<file path="src/rtl/mem_port_arbiter.sv">
// Arbitrates the single-ported data memory between fetch and the memory-access stage.
// Data wins by default; a saturating starvation counter forces a fetch grant.
module mem_port_arbiter #(
    parameter int unsigned ADDR_W       = 16,
    parameter int unsigned DATA_W       = 16,
    parameter int unsigned RD_LAT       = 1,
    parameter int unsigned STARVE_LIMIT = 3
) (
    input  logic              clk,
    input  logic              rst_n,
    input  logic              d_req,
    input  logic              d_we,
    input  logic [ADDR_W-1:0] d_addr,
    input  logic [DATA_W-1:0] d_wdata,
    output logic              d_gnt,
    output logic              d_rvalid,
    output logic [DATA_W-1:0] d_rdata,
    input  logic              f_req,
    input  logic [ADDR_W-1:0] f_addr,
    output logic              f_gnt,
    output logic              f_rvalid,
    output logic [DATA_W-1:0] f_rdata,
    output logic [ADDR_W-1:0] mem_addr,
    output logic [DATA_W-1:0] mem_wdata,
    output logic              mem_we,
    input  logic [DATA_W-1:0] mem_rdata,
    output logic              stall_f,
    output logic              stall_d
);

    localparam int unsigned CNT_W = 4;
    localparam logic [CNT_W-1:0] LIMIT = CNT_W'(STARVE_LIMIT);

    logic [CNT_W-1:0]  starve_cnt;
    logic              fetch_pri;
    logic [ADDR_W-1:0] addr_q;
    logic [RD_LAT-1:0] tag_v;
    logic [RD_LAT-1:0] tag_o;
    logic              push_v;

    // Grant selection and memory drive; grants are suppressed while in reset.
    always_comb begin
        fetch_pri = (starve_cnt == LIMIT);
        f_gnt     = rst_n & f_req & (~d_req | fetch_pri);
        d_gnt     = rst_n & d_req & ~f_gnt;
        stall_f   = f_req & ~f_gnt;
        stall_d   = d_req & ~d_gnt;
        mem_addr  = addr_q;
        mem_wdata = d_wdata;
        mem_we    = d_gnt & d_we;
        if (d_gnt) begin
            mem_addr = d_addr;
        end else if (f_gnt) begin
            mem_addr = f_addr;
        end
        push_v    = (d_gnt & ~d_we) | f_gnt;
    end

    // Starvation counter, held address and read-tag shift register.
    always_ff @(posedge clk) begin
        if (!rst_n) begin
            starve_cnt <= '0;
            addr_q     <= '0;
            tag_v      <= '0;
            tag_o      <= '0;
        end else begin
            if (f_req & ~f_gnt) begin
                starve_cnt <= fetch_pri ? starve_cnt : starve_cnt + CNT_W'(1);
            end else begin
                starve_cnt <= '0;
            end
            addr_q   <= mem_addr;
            tag_v[0] <= push_v;
            tag_o[0] <= f_gnt;
            for (int unsigned i = 1; i < RD_LAT; i++) begin
                tag_v[i] <= tag_v[i-1];
                tag_o[i] <= tag_o[i-1];
            end
        end
    end

    // Returned data is shared; the tag at the tail routes the valid strobe.
    always_comb begin
        d_rvalid = tag_v[RD_LAT-1] & ~tag_o[RD_LAT-1];
        f_rvalid = tag_v[RD_LAT-1] & tag_o[RD_LAT-1];
        d_rdata  = mem_rdata;
        f_rdata  = mem_rdata;
    end

endmodule

</file>
<file path="config.mk">
export PLATFORM = sky130hd
export DESIGN_NAME = mem_port_arbiter
export DESIGN_NICKNAME = d
export VERILOG_FILES = /design/src/rtl/mem_port_arbiter.sv
export SDC_FILE = /design/constraint.sdc
export NUM_CORES = 1
export LEC_CHECK = 0
export BUFFER_PORTS_ARGS = -buffer_cell sky130_fd_sc_hd__buf_4
export CORE_ASPECT_RATIO = 2
export CORE_UTILIZATION = 44
export DETAILED_ROUTE_END_ITERATION = 12
export PLACE_DENSITY_LB_ADDON = 0.25
export SYNTH_ARGS = -nofsm -noshare
export SYNTH_HDL_FRONTEND = slang
export SYNTH_SLANG_ARGS = --single-unit
export TNS_END_PERCENT = 10
</file>
<file path="constraint.sdc">
create_clock -name clk -period 5.1 [get_ports clk]
set_clock_uncertainty 0.2 [all_clocks]
set_input_delay 0.255 -clock clk [delete_from_list [all_inputs] [get_ports clk]]
set_output_delay 0.255 -clock clk [all_outputs]
set_load 0.01 [all_outputs]
</file>
==> flow_metrics.tcl, run 1 <==
set metrics [dict create \
    synth_compound_area_share_pct 1.046 \
    layout_common_cells "59 x buf_4, 25 x mux2_4, 23 x mux2_2" \
    antenna_found_initial 0 \
    die_w_um 48.64 \
    pre_cts_ws_ps 2519 \
    fp.dieH_um 95.28 \
    route.detailed.drc 0 \
    syn_nets 252 \
    crit_arrival_ps 2370 \
    ant_nets 0 \
    setup_tns_ps 0 \
    status "completed" \
    fp.dieArea_um2 4634 \
    cts_buffer_depth 2 \
    holdCritPathClass "input pin to flop" \
    synth_adder_area_share_pct 0.6536 \
    numPortBuffers 59 \
    routed_wl_mm 3.460 \
    maxCapViolations 0 \
    place_congestion 0.6692 \
    synth.cell_area_um2 1914 \
    critPathCaptureType "primary output" \
    whs_path_depth 2 \
    grt_overflow 0 \
    yosysTopAreaCellShare_pct 23.01 \
    p_int_w 0.0003302 \
    grt_pass1_vias 1241 \
    ios 140 \
    syn_avg_cell_area_um2 10.52 \
    yosys.area_share.simple_pct 9.020 \
    clk_latency_ps 260 \
    ff2ff_path_depth 4 \
    grt_usage_pct 14.67 \
    rr_startpoint "starve_cnt[0]" \
    reg2reg_to "addr_q[15]" \
    power.share.sequential_pct 42.8 \
    regArea_um2 440.4 \
    combPwrFrac_pct 33.0 \
    seq_area_frac_synth_pct 23.01 \
    synth_xor_area_share_pct 0.9150 \
    total_power_w 0.0004416 \
    grt_start_max_net_pins 38 \
    initial_core_util_pct 46.36 \
    drv_slew 0 \
    clkPwrFrac_pct 24.2 \
    synth_seq_cells 22 \
    path_max_fanout 37 \
    rrSetupSlack_ps 2840 \
    avgRoutedWirePerCell_um 14.42 \
    ir_drop_mv 0.1656 \
    final_common_cell "buf_4" \
    worst-setup-path-type "flop to primary output" \
    p_leak_nw 1.036 \
    drt_iter0_drc 27 \
    slew_headroom_pct 32.84 \
    layout-drive-gt1-share_pct 59.04 \
    worst_pin_slew_ps 1007 \
    setup_viol 0 \
    cp-start-kind "flop" \
    vias_per_cell 5.013 \
    ctsHtreeMaxLevel 1 \
    crit_slowest_cell "a21o_2" \
    fin_crit_sh_pct 55.48 \
    hold_path_startpoint "f_addr[7]" \
    critPathMaxStageDelay_ps 800 \
    grt_pass1_wl_mm 5.382 \
    area_growth_pct 6.013 \
    fillCellCount 418 \
    cts_tree "built" \
    clkSlewWorstSetupHoldPaths_ps 80 \
    clock.fmax_ghz 0.3534 \
    power.density_nw_per_um2 217.6 \
    swShare_pct 25.24 \
    multi_input_area_um2 1018 \
    finalHoldViolCount 0 \
    post_cts_buffers 0 \
    critical_path.cell_chain "ha_1, or3b_1, a21o_2, inv_1, nor3b_1, buf_4" \
    cts-root-buf "clkbuf_8" \
    hpwl_mm 2.519 \
    num_rows 33 \
    synthTopCellsByArea "dfxtp_1 23%, mux2_4 20%, buf_4 19%" \
    ys_types 24 \
    yosysTopAreaCell "dfxtp_1" \
    coreArea_um2 4129 \
    yosysWarnings 0 \
    fin_ws_ps 2270 \
    rsz0062_at_grt "no" \
    final_nets 260 \
    holdPathEnd "addr_q[7]" \
    synthCells 182 \
    antenna_cells 0 \
    dr.pass1.iters 4 \
    fin_crit_ps 2830 \
    muxShareOfSynthArea_pct 41.50 \
    critPathRequiredTime_ps 4640 \
    cts_buffers 3 \
    vias 1203 \
    power_switching_w 0.0001115 \
    synth_top_family_by_area "multiplexers" \
    cts_resized 0 \
    clock_sinks 22 \
]
[critical path: cells and delay by family (launching register included)]
kind,cells,cell delay [ps]
AO/OA/AOI/OAI,1,800
buffers and inverters,2,340
AND/OR/NAND/NOR,2,420
adder cells (fa/ha/maj),1,220
flip-flops,1,330
[kinds of logic (layout without fill, tap and decap cells)]
| logic type | Yosys count | after routing |
|---|---|---|
| compound gates | 3 | 3 |
| xor+xnor | 2 | 2 |
| buf+inv | 60 | 66 |
| fa+ha+maj | 1 | 1 |
| flops | 22 | 22 |
| mux | 64 | 64 |
| simple gates | 30 | 30 |
[Yosys cell counts]
| library cell | n |
|---|---|
| buf_4 | 48 |
| mux2_4 | 25 |
| mux2_2 | 23 |
| dfxtp_1 | 22 |
| nor2b_1 | 17 |
| mux2i_1 | 16 |
| nor2_1 | 5 |
| buf_2 | 3 |
| inv_1 | 3 |
| and2_1 | 2 |
| buf_12 | 2 |
| buf_6 | 2 |
| clkbuf_1 | 2 |
| nand2_1 | 2 |
| a21boi_0 | 1 |
| a21o_1 | 1 |
| ha_1 | 1 |
| nand3_1 | 1 |
| nand4_1 | 1 |
| nor3b_1 | 1 |
| o21ai_0 | 1 |
| or3b_1 | 1 |
| xnor2_1 | 1 |
| xor2_1 | 1 |
[power groups by stage]
stage / Sequential (W) / Combinational, W / Clock (W)
final: 0.000189 / 0.000146 / 0.000107
after CTS: 0.000189 / 0.000148 / 0.000110
after floorplan: 0.000192 / 0.000131 / 0
after global routing: 0.000190 / 0.000157 / 0.000116
after detailed placement: 0.000193 / 0.000147 / 0
after global placement: 0.000192 / 0.000144 / 0
[flip-flops by register name, indices dropped and copies added, names as in the netlist]
name / cells
tag_v: 1
addr_q: 16
tag_o: 1
starve_cnt: 4
[layer usage]
layer  track usage, %  up-vias  wire length [µm]
met1            14.08      550              1251
met3            4.785       28               289
met2            26.62       53              1812
met4            9.069        0               106
met5                0        -                 0
li1                 -      572                 -
[repair_timing]
item / CTS / global route
hold endpoints to repair: 1 / 0
endpoints found under the setup margin: 0 / 0
hold buffers: 1 / 0
[stage by stage]
step	cells	cell area (µm²)	hold WS, ps	util (%)
3_5_place_dp	236	1978	245.0	47.91
3_3_place_gp	236	1978	227.7	47.91
6_report	240	2029	30.66	49.15
4_1_cts	240	2029	25.35	49.15
5_1_grt	240	2029	19.07	49.15
2_1_floorplan	182	1914	170.5	-
[how the worst max path moves through the flow]
stage                       end           from  cells after the start  slack, ps
floorplan           mem_addr[0]  starve_cnt[0]                      6       3010
global placement         mem_we  starve_cnt[0]                      6       2590
detailed placement       mem_we  starve_cnt[0]                      6       2520
CTS                      mem_we  starve_cnt[0]                      6       2230
global route             mem_we  starve_cnt[0]                      6       2080
finish                   mem_we  starve_cnt[0]                      6       2270
[cell type report]
class	count	share of cell area [%]
multi-input combinational	100	50.19
timing repair buffer	60	22.32
sequential	22	21.70
tap	52	3.206
clock buffer	3	2.035
inverter	3	0.5549
No activity file was read; power rests on OpenSTA's default activity.
==> run 2: changes to the inputs <==
--- a/config.mk
+++ b/config.mk
@@ -5,9 +5,10 @@
 export SDC_FILE = /design/constraint.sdc
 export NUM_CORES = 1
 export LEC_CHECK = 0
+export ABC_AREA = 1
 export BUFFER_PORTS_ARGS = -buffer_cell sky130_fd_sc_hd__buf_4
 export CORE_ASPECT_RATIO = 2
-export CORE_UTILIZATION = 44
+export CORE_UTILIZATION = 34
 export DETAILED_ROUTE_END_ITERATION = 12
 export PLACE_DENSITY_LB_ADDON = 0.25
 export SYNTH_ARGS = -nofsm -noshare
==> constraint.sdc (replaced) <==
create_clock -name clk -period 2.6 [get_ports clk]
set_clock_uncertainty 0.2 [all_clocks]
set_input_delay 0.13 -clock clk [delete_from_list [all_inputs] [get_ports clk]]
set_output_delay 0.13 -clock clk [all_outputs]
set_load 0.01 [all_outputs]
==> run 2 against run 1 <==
  * Highest routed layer unchanged
  * Non-clock buffer count grew 16
  * Worst hold slack improved by 16 ps
  * Combinational power rose by 63%
  * Sequential share of layout area grew 1.6 points
  * Setup slack worse by 1900 ps
  * Register-to-register slack worse by 2000 ps
  * Sequential cell count stayed put
  * Clock power grew 130%
  * Critical endpoint is now stall_d
  * Largest power group unchanged
==> flow_metrics.tcl, run 2 <==
set metrics [dict create \
    status "completed" \
    seq_area_frac_synth_pct 27.94 \
    fp.dieH_um 98.30 \
    cts_buffers 3 \
    crit_arrival_ps 1890 \
    synth-edff-count 0 \
    worst-setup-path-type "flop to primary output" \
    drv_slew 0 \
    p_leak_nw 1.060 \
    critPathCaptureType "primary output" \
    hold_path_startpoint "d_req" \
    grt_pass1_vias 1423 \
    synthTopCellsByArea "dfxtp_1 28%, buf_4 23%, nand2_1 16%" \
    grt_pass1_wl_mm 6.092 \
    avgRoutedWirePerCell_um 12.16 \
    maxCapViolations 0 \
    place_congestion 0.7318 \
    fin_area_um2 1892 \
    clk_latency_ps 260 \
    layout_common_cells "67 x nand2_1, 59 x buf_4, 35 x nand3_1" \
    antenna_found_initial 0 \
    route.detailed.drc 0 \
    synth_most_common_cell "nand2_1" \
    largest_register_ffs 16 \
    synth_seq_cells 22 \
    met2_usage_pct 31.18 \
    worst_pin_slew_ps 568.9 \
    dr.pass1.iters 4 \
    placed_area_um2 1667 \
    rsz0062_at_grt "no" \
    cts-root-buf "clkbuf_8" \
    syn_avg_cell_area_um2 6.596 \
    ff2ff_path_depth 6 \
    grt_overflow 0 \
    coreArea_um2 4382 \
    ir_drop_mv 0.2129 \
    grt_usage_pct 16.27 \
    initial_core_util_pct 35.98 \
    grt_util_met3_pct 1.713 \
    rr_startpoint "starve_cnt[0]" \
    clock_sinks 22 \
    top_register "addr_q" \
    final_common_cell "nand2_1" \
    vias 1445 \
    slew_headroom_pct 62.03 \
    cts_resized 0 \
    critPathRequiredTime_ps 2270 \
    grt_start_max_net_pins 37 \
    holdCritPathClass "input pin to flop" \
    path_max_fanout 36 \
    yosysWarnings 0 \
    synth.cell_area_um2 1577 \
    ys_types 20 \
    finalHoldViolCount 0 \
    clkSlewWorstSetupHoldPaths_ps 80 \
    antenna_cells 0 \
    layout-drive-gt1-share_pct 26.62 \
    post_cts_buffers 0 \
    num_rows 34 \
    reg_top3 "addr_q (16), starve_cnt (4)" \
    routed_wl_mm 3.856 \
    cts_buffer_depth 2 \
    worstSetupStartpoint "starve_cnt[0]" \
    ios 140 \
    final_nets 334 \
    numPortBuffers 59 \
    yosysTopAreaCell "dfxtp_1" \
    die_w_um 50.15 \
    area_growth_pct 20.00 \
    synth_flop_cell "dfxtp_1" \
    busiest_layer "met2" \
    synthCells 239 \
    hpwl_mm 2.676 \
    grt_util_met1_pct 14.54 \
    clock.fmax_ghz 0.4509 \
    synth_common_cells "67 x nand2_1, 49 x buf_4, 35 x nand3_1, 23 x inv_1, 22 x dfxtp_1" \
    ant_nets 0 \
    cp-start-kind "flop" \
    power.density_nw_per_um2 445.6 \
    vias_per_cell 4.558 \
    drt_iter0_drc 22 \
    cts_tree "built" \
    syn_nets 309 \
    async_reset_ff_share_pct 0 \
    whs_path_depth 3 \
    fp.dieArea_um2 4930 \
    fin_crit_sh_pct 85.30 \
    ctsHtreeMaxLevel 1 \
    yosysTopAreaCellShare_pct 27.94 \
    setup_viol 0 \
    fin_crit_ps 2218 \
    setup_tns_ps 0 \
]
## run 2: cell types whose count changed after synthesis, sizes merged, moves of 2 or more
cell	before	now
inv	3	24
nand2	2	71
nand3	1	35
a21oi	0	17
nor2b	17	0
and2	2	0
mux2i	16	0
mux2	48	0
nor2	5	8
## run 2: cell families (layout without fill, tap and decap cells)
group / count (synthesis) / after routing / share of synthesized area, %
buf+inv: 81 / 105 / 32.70
fa+ha+maj: 1 / 1 / 0.7935
compound gates: 18 / 18 / 5.714
simple gates: 115 / 115 / 31.75
flops: 22 / 22 / 27.94
xor+xnor: 2 / 2 / 1.111
## run 2: report_power, final
part	leakage, nW	total [W]	internal (W)	switching, W
clock	0.0288	0.000243	0.000135	0.000108
sequential	0.181	0.000362	0.000357	0.00000548
combinational	0.850	0.000238	0.000121	0.000117
## run 2: area by class of cell
| class | instances | area (µm²) |
|---|---|---|
| fillers | 487 | 2490 |
| multi-input cells | 136 | 620.6 |
| clock buffers | 4 | 55.05 |
| well taps | 54 | 67.56 |
| repair buffers | 76 | 613.1 |
| flip-flops and latches | 22 | 440.4 |
| inverters | 25 | 95.09 |
## run 2: worst paths after layout
| kind | endpoint | slack, ps |
|---|---|---|
| worst max-delay path | stall_d | 380 |
| worst min register to register | starve_cnt[0] | 260 |
| worst min-delay path | starve_cnt[2] | 50 |
| worst max register to register | addr_q[13] | 820 |
## run 2: repair_timing
item / in CTS / in global routing
endpoints found under the hold margin: 17 / 0
setup endpoints to repair: 0 / 0
hold buffers: 17 / 0
## run 2: critical path: stages (launching register included)
cell and delay, ps:
dfxtp_1 330, ha_1 240, nand2_2 120, nand2_4 140, nand2_4 320, inv_1 130, nor2_1 140, nor2_1 60
buf_4 140
## run 2: per-layer routing
layer / part of all wire, % / routed length (µm)
met1: 35 / 1345
met2: 55 / 2112
met3: 5.7 / 221
met4: 4.6 / 176
met5: 0 / 0
## run 2: through the flow
stage	std cells	total power, W	setup slack [ps]	hold WS, ps	util [%]
5_1_grt	317	0.0008945	234.5	60.02	43.18
4_1_cts	317	0.0008563	350.3	43.09	43.18
3_5_place_dp	296	0.0005898	647.5	60.07	38.04
6_report	317	0.0008430	382.2	46.50	43.18
2_1_floorplan	239	0.0005567	1031	43.97	-
3_3_place_gp	296	0.0005884	708.3	60.07	38.04
==> run 3: changes to the inputs <==
--- a/config.mk
+++ b/config.mk
@@ -8,7 +8,7 @@
 export ABC_AREA = 1
 export BUFFER_PORTS_ARGS = -buffer_cell sky130_fd_sc_hd__buf_4
 export CORE_ASPECT_RATIO = 2
-export CORE_UTILIZATION = 34
+export CORE_UTILIZATION = 30
 export DETAILED_ROUTE_END_ITERATION = 12
 export PLACE_DENSITY_LB_ADDON = 0.25
 export SYNTH_ARGS = -nofsm -noshare
==> run 3 against run 2 <==
  * Register-to-register slack barely moved
  * Via count fell by 2.1%
  * Global-route usage fell by 2.0 points
  * Sequential cell count did not move
  * Core utilization fell by 5.9 points
  * Power rose by 0.65%
  * First-iteration DRC count rose by 95%
  * Cell count rose by 1.3%
==> flow_metrics.tcl, run 3 (synthesized netlist as in run 2, its figures left out) <==
set metrics [dict create \
    endpoint "stall_d" \
    cts_tree "built" \
    worst-setup-path-type "flop to primary output" \
    grt_start_max_net_pins 37 \
    antenna_cells 0 \
    critPathCaptureType "primary output" \
    dr.pass1.iters 6 \
    top_register "addr_q" \
    crit_arrival_ps 1890 \
    layout-drive-gt1-share_pct 26.62 \
    crit_slowest_cell "dfxtp_1" \
    clock_sinks 22 \
    worst_pin_slew_ps 555.7 \
    cts_resized 0 \
    rsz0062_at_grt "no" \
    ir_drop_mv 0.2485 \
    cp-start-kind "flop" \
    drv_slew 0 \
    clock.fmax_ghz 0.4496 \
    grt_usage_pct 14.25 \
    place_congestion 0.7968 \
    total_power_w 0.0008485 \
    maxCapViolations 0 \
    power.density_nw_per_um2 447.3 \
    vias_per_cell 4.408 \
    setup_tns_ps 0 \
    cts_buffer_depth 2 \
    avgRoutedWirePerCell_um 11.93 \
    ctsHtreeMaxLevel 1 \
    largest_register_ffs 16 \
    ios 140 \
    die_w_um 53.26 \
    critical_path.cell_chain "ha_1, nand2_2, nand2_4, nand2_4, inv_1, nor2_1, nor2_1, buf_4" \
    route.detailed.drc 0 \
    drt_iter0_drc 43 \
    p_leak_nw 1.060 \
    clk_latency_ps 260 \
    vias 1415 \
    setup_viol 0 \
    fp.dieH_um 104.5 \
    fillCellCount 569 \
    path_max_fanout 36 \
    fp.dieArea_um2 5567 \
    numPortBuffers 59 \
    reg_top3 "addr_q (16), starve_cnt (4)" \
    antenna_found_initial 0 \
    routed_wl_mm 3.828 \
    grt_pass1_wl_mm 5.975 \
    fin_crit_ps 2224 \
    finalHoldViolCount 0 \
    reg2reg_to "addr_q[13]" \
    fin_crit_sh_pct 85.54 \
    critPathMaxStageDelay_ps 330 \
    grt_overflow 0 \
    final_nets 334 \
    clkSlewWorstSetupHoldPaths_ps 80 \
    num_rows 37 \
    critPathRequiredTime_ps 2270 \
    coreArea_um2 5092 \
    hpwl_mm 2.790 \
    cts_buffers 3 \
    ff2ff_path_depth 6 \
    cts-root-buf "clkbuf_8" \
    rrSetupSlack_ps 820 \
    initial_core_util_pct 30.96 \
    layout_common_cells "67 x nand2_1, 59 x buf_4, 35 x nand3_1" \
    cts_hold_buf 17 \
    status "completed" \
    grt_pass1_vias 1373 \
    area_growth_pct 20.32 \
    slew_headroom_pct 62.91 \
    ant_nets 0 \
    final_common_cell "nand2_1" \
    holdCritPathClass "input pin to flop" \
    rr_startpoint "starve_cnt[0]" \
    post_cts_buffers 0 \
    worstSetupStartpoint "starve_cnt[0]" \
]
-- run 3: critical path: cells and delay by family (launching register included) --
| kind | cells | cell delay, ps |
|---|---|---|
| adder cells (fa/ha/maj) | 1 | 240 |
| buffers and inverters | 2 | 260 |
| flip-flops | 1 | 330 |
| AND/OR/NAND/NOR | 5 | 800 |
-- run 3: per-layer routing --
metal | up-vias | wire (µm) | GRT usage (%)
met4 | 0 | 121 | 9.211
met3 | 23 | 220 | 1.462
met2 | 37 | 2039 | 25.18
met5 | - | 0 | 0
met1 | 613 | 1447 | 14.67
li1 | 742 | - | -
-- run 3: how the worst min path moves through the flow --
| stage | startpoint | slack [ps] | cells after the start | end |
|---|---|---|---|---|
| after floorplan | d_we | 40 | 1 | tag_v |
| after global routing | d_wdata[7] | 60 | 0 | mem_wdata[7] |
| after detailed placement | d_wdata[11] | 60 | 0 | mem_wdata[11] |
| after CTS | f_addr[5] | 50 | 5 | addr_q[5] |
| after global placement | d_wdata[11] | 60 | 0 | mem_wdata[11] |
| final | f_addr[5] | 50 | 5 | addr_q[5] |
-- run 3: layout make-up --
type,count,area [µm²],area share [%]
timing repair buffer,76,613.1,32.32
clock buffer,4,55.05,2.902
tap,58,72.57,3.826
sequential,22,440.4,23.22
multi-input combinational,136,620.6,32.72
inverter,25,95.09,5.013
-- run 3: where the power goes --
group | internal (W) | switching [W] | total (W) | leakage (nW)
Clock | 0.000135 | 0.000114 | 0.000248 | 0.0288
Combinational | 0.000121 | 0.000117 | 0.000238 | 0.850
Sequential | 0.000357 | 0.00000513 | 0.000362 | 0.181
Total | 0.000613 | 0.000236 | 0.000848 | 1.06
-- run 3: through the flow --
| stage | area (µm²) | cells | util (%) | hold WS, ps | setup WS (ps) |
|---|---|---|---|---|---|
| finish | 1897 | 321 | 37.25 | 46.65 | 375.9 |
| floorplan | 1577 | 239 | - | 43.97 | 1031 |
| global route | 1897 | 321 | 37.25 | 60.02 | 169.3 |
| CTS | 1897 | 321 | 37.25 | 47.26 | 364.1 |
| detailed placement | 1672 | 300 | 32.83 | 60.07 | 658.6 |
| global placement | 1672 | 300 | 32.83 | 60.07 | 688.9 |
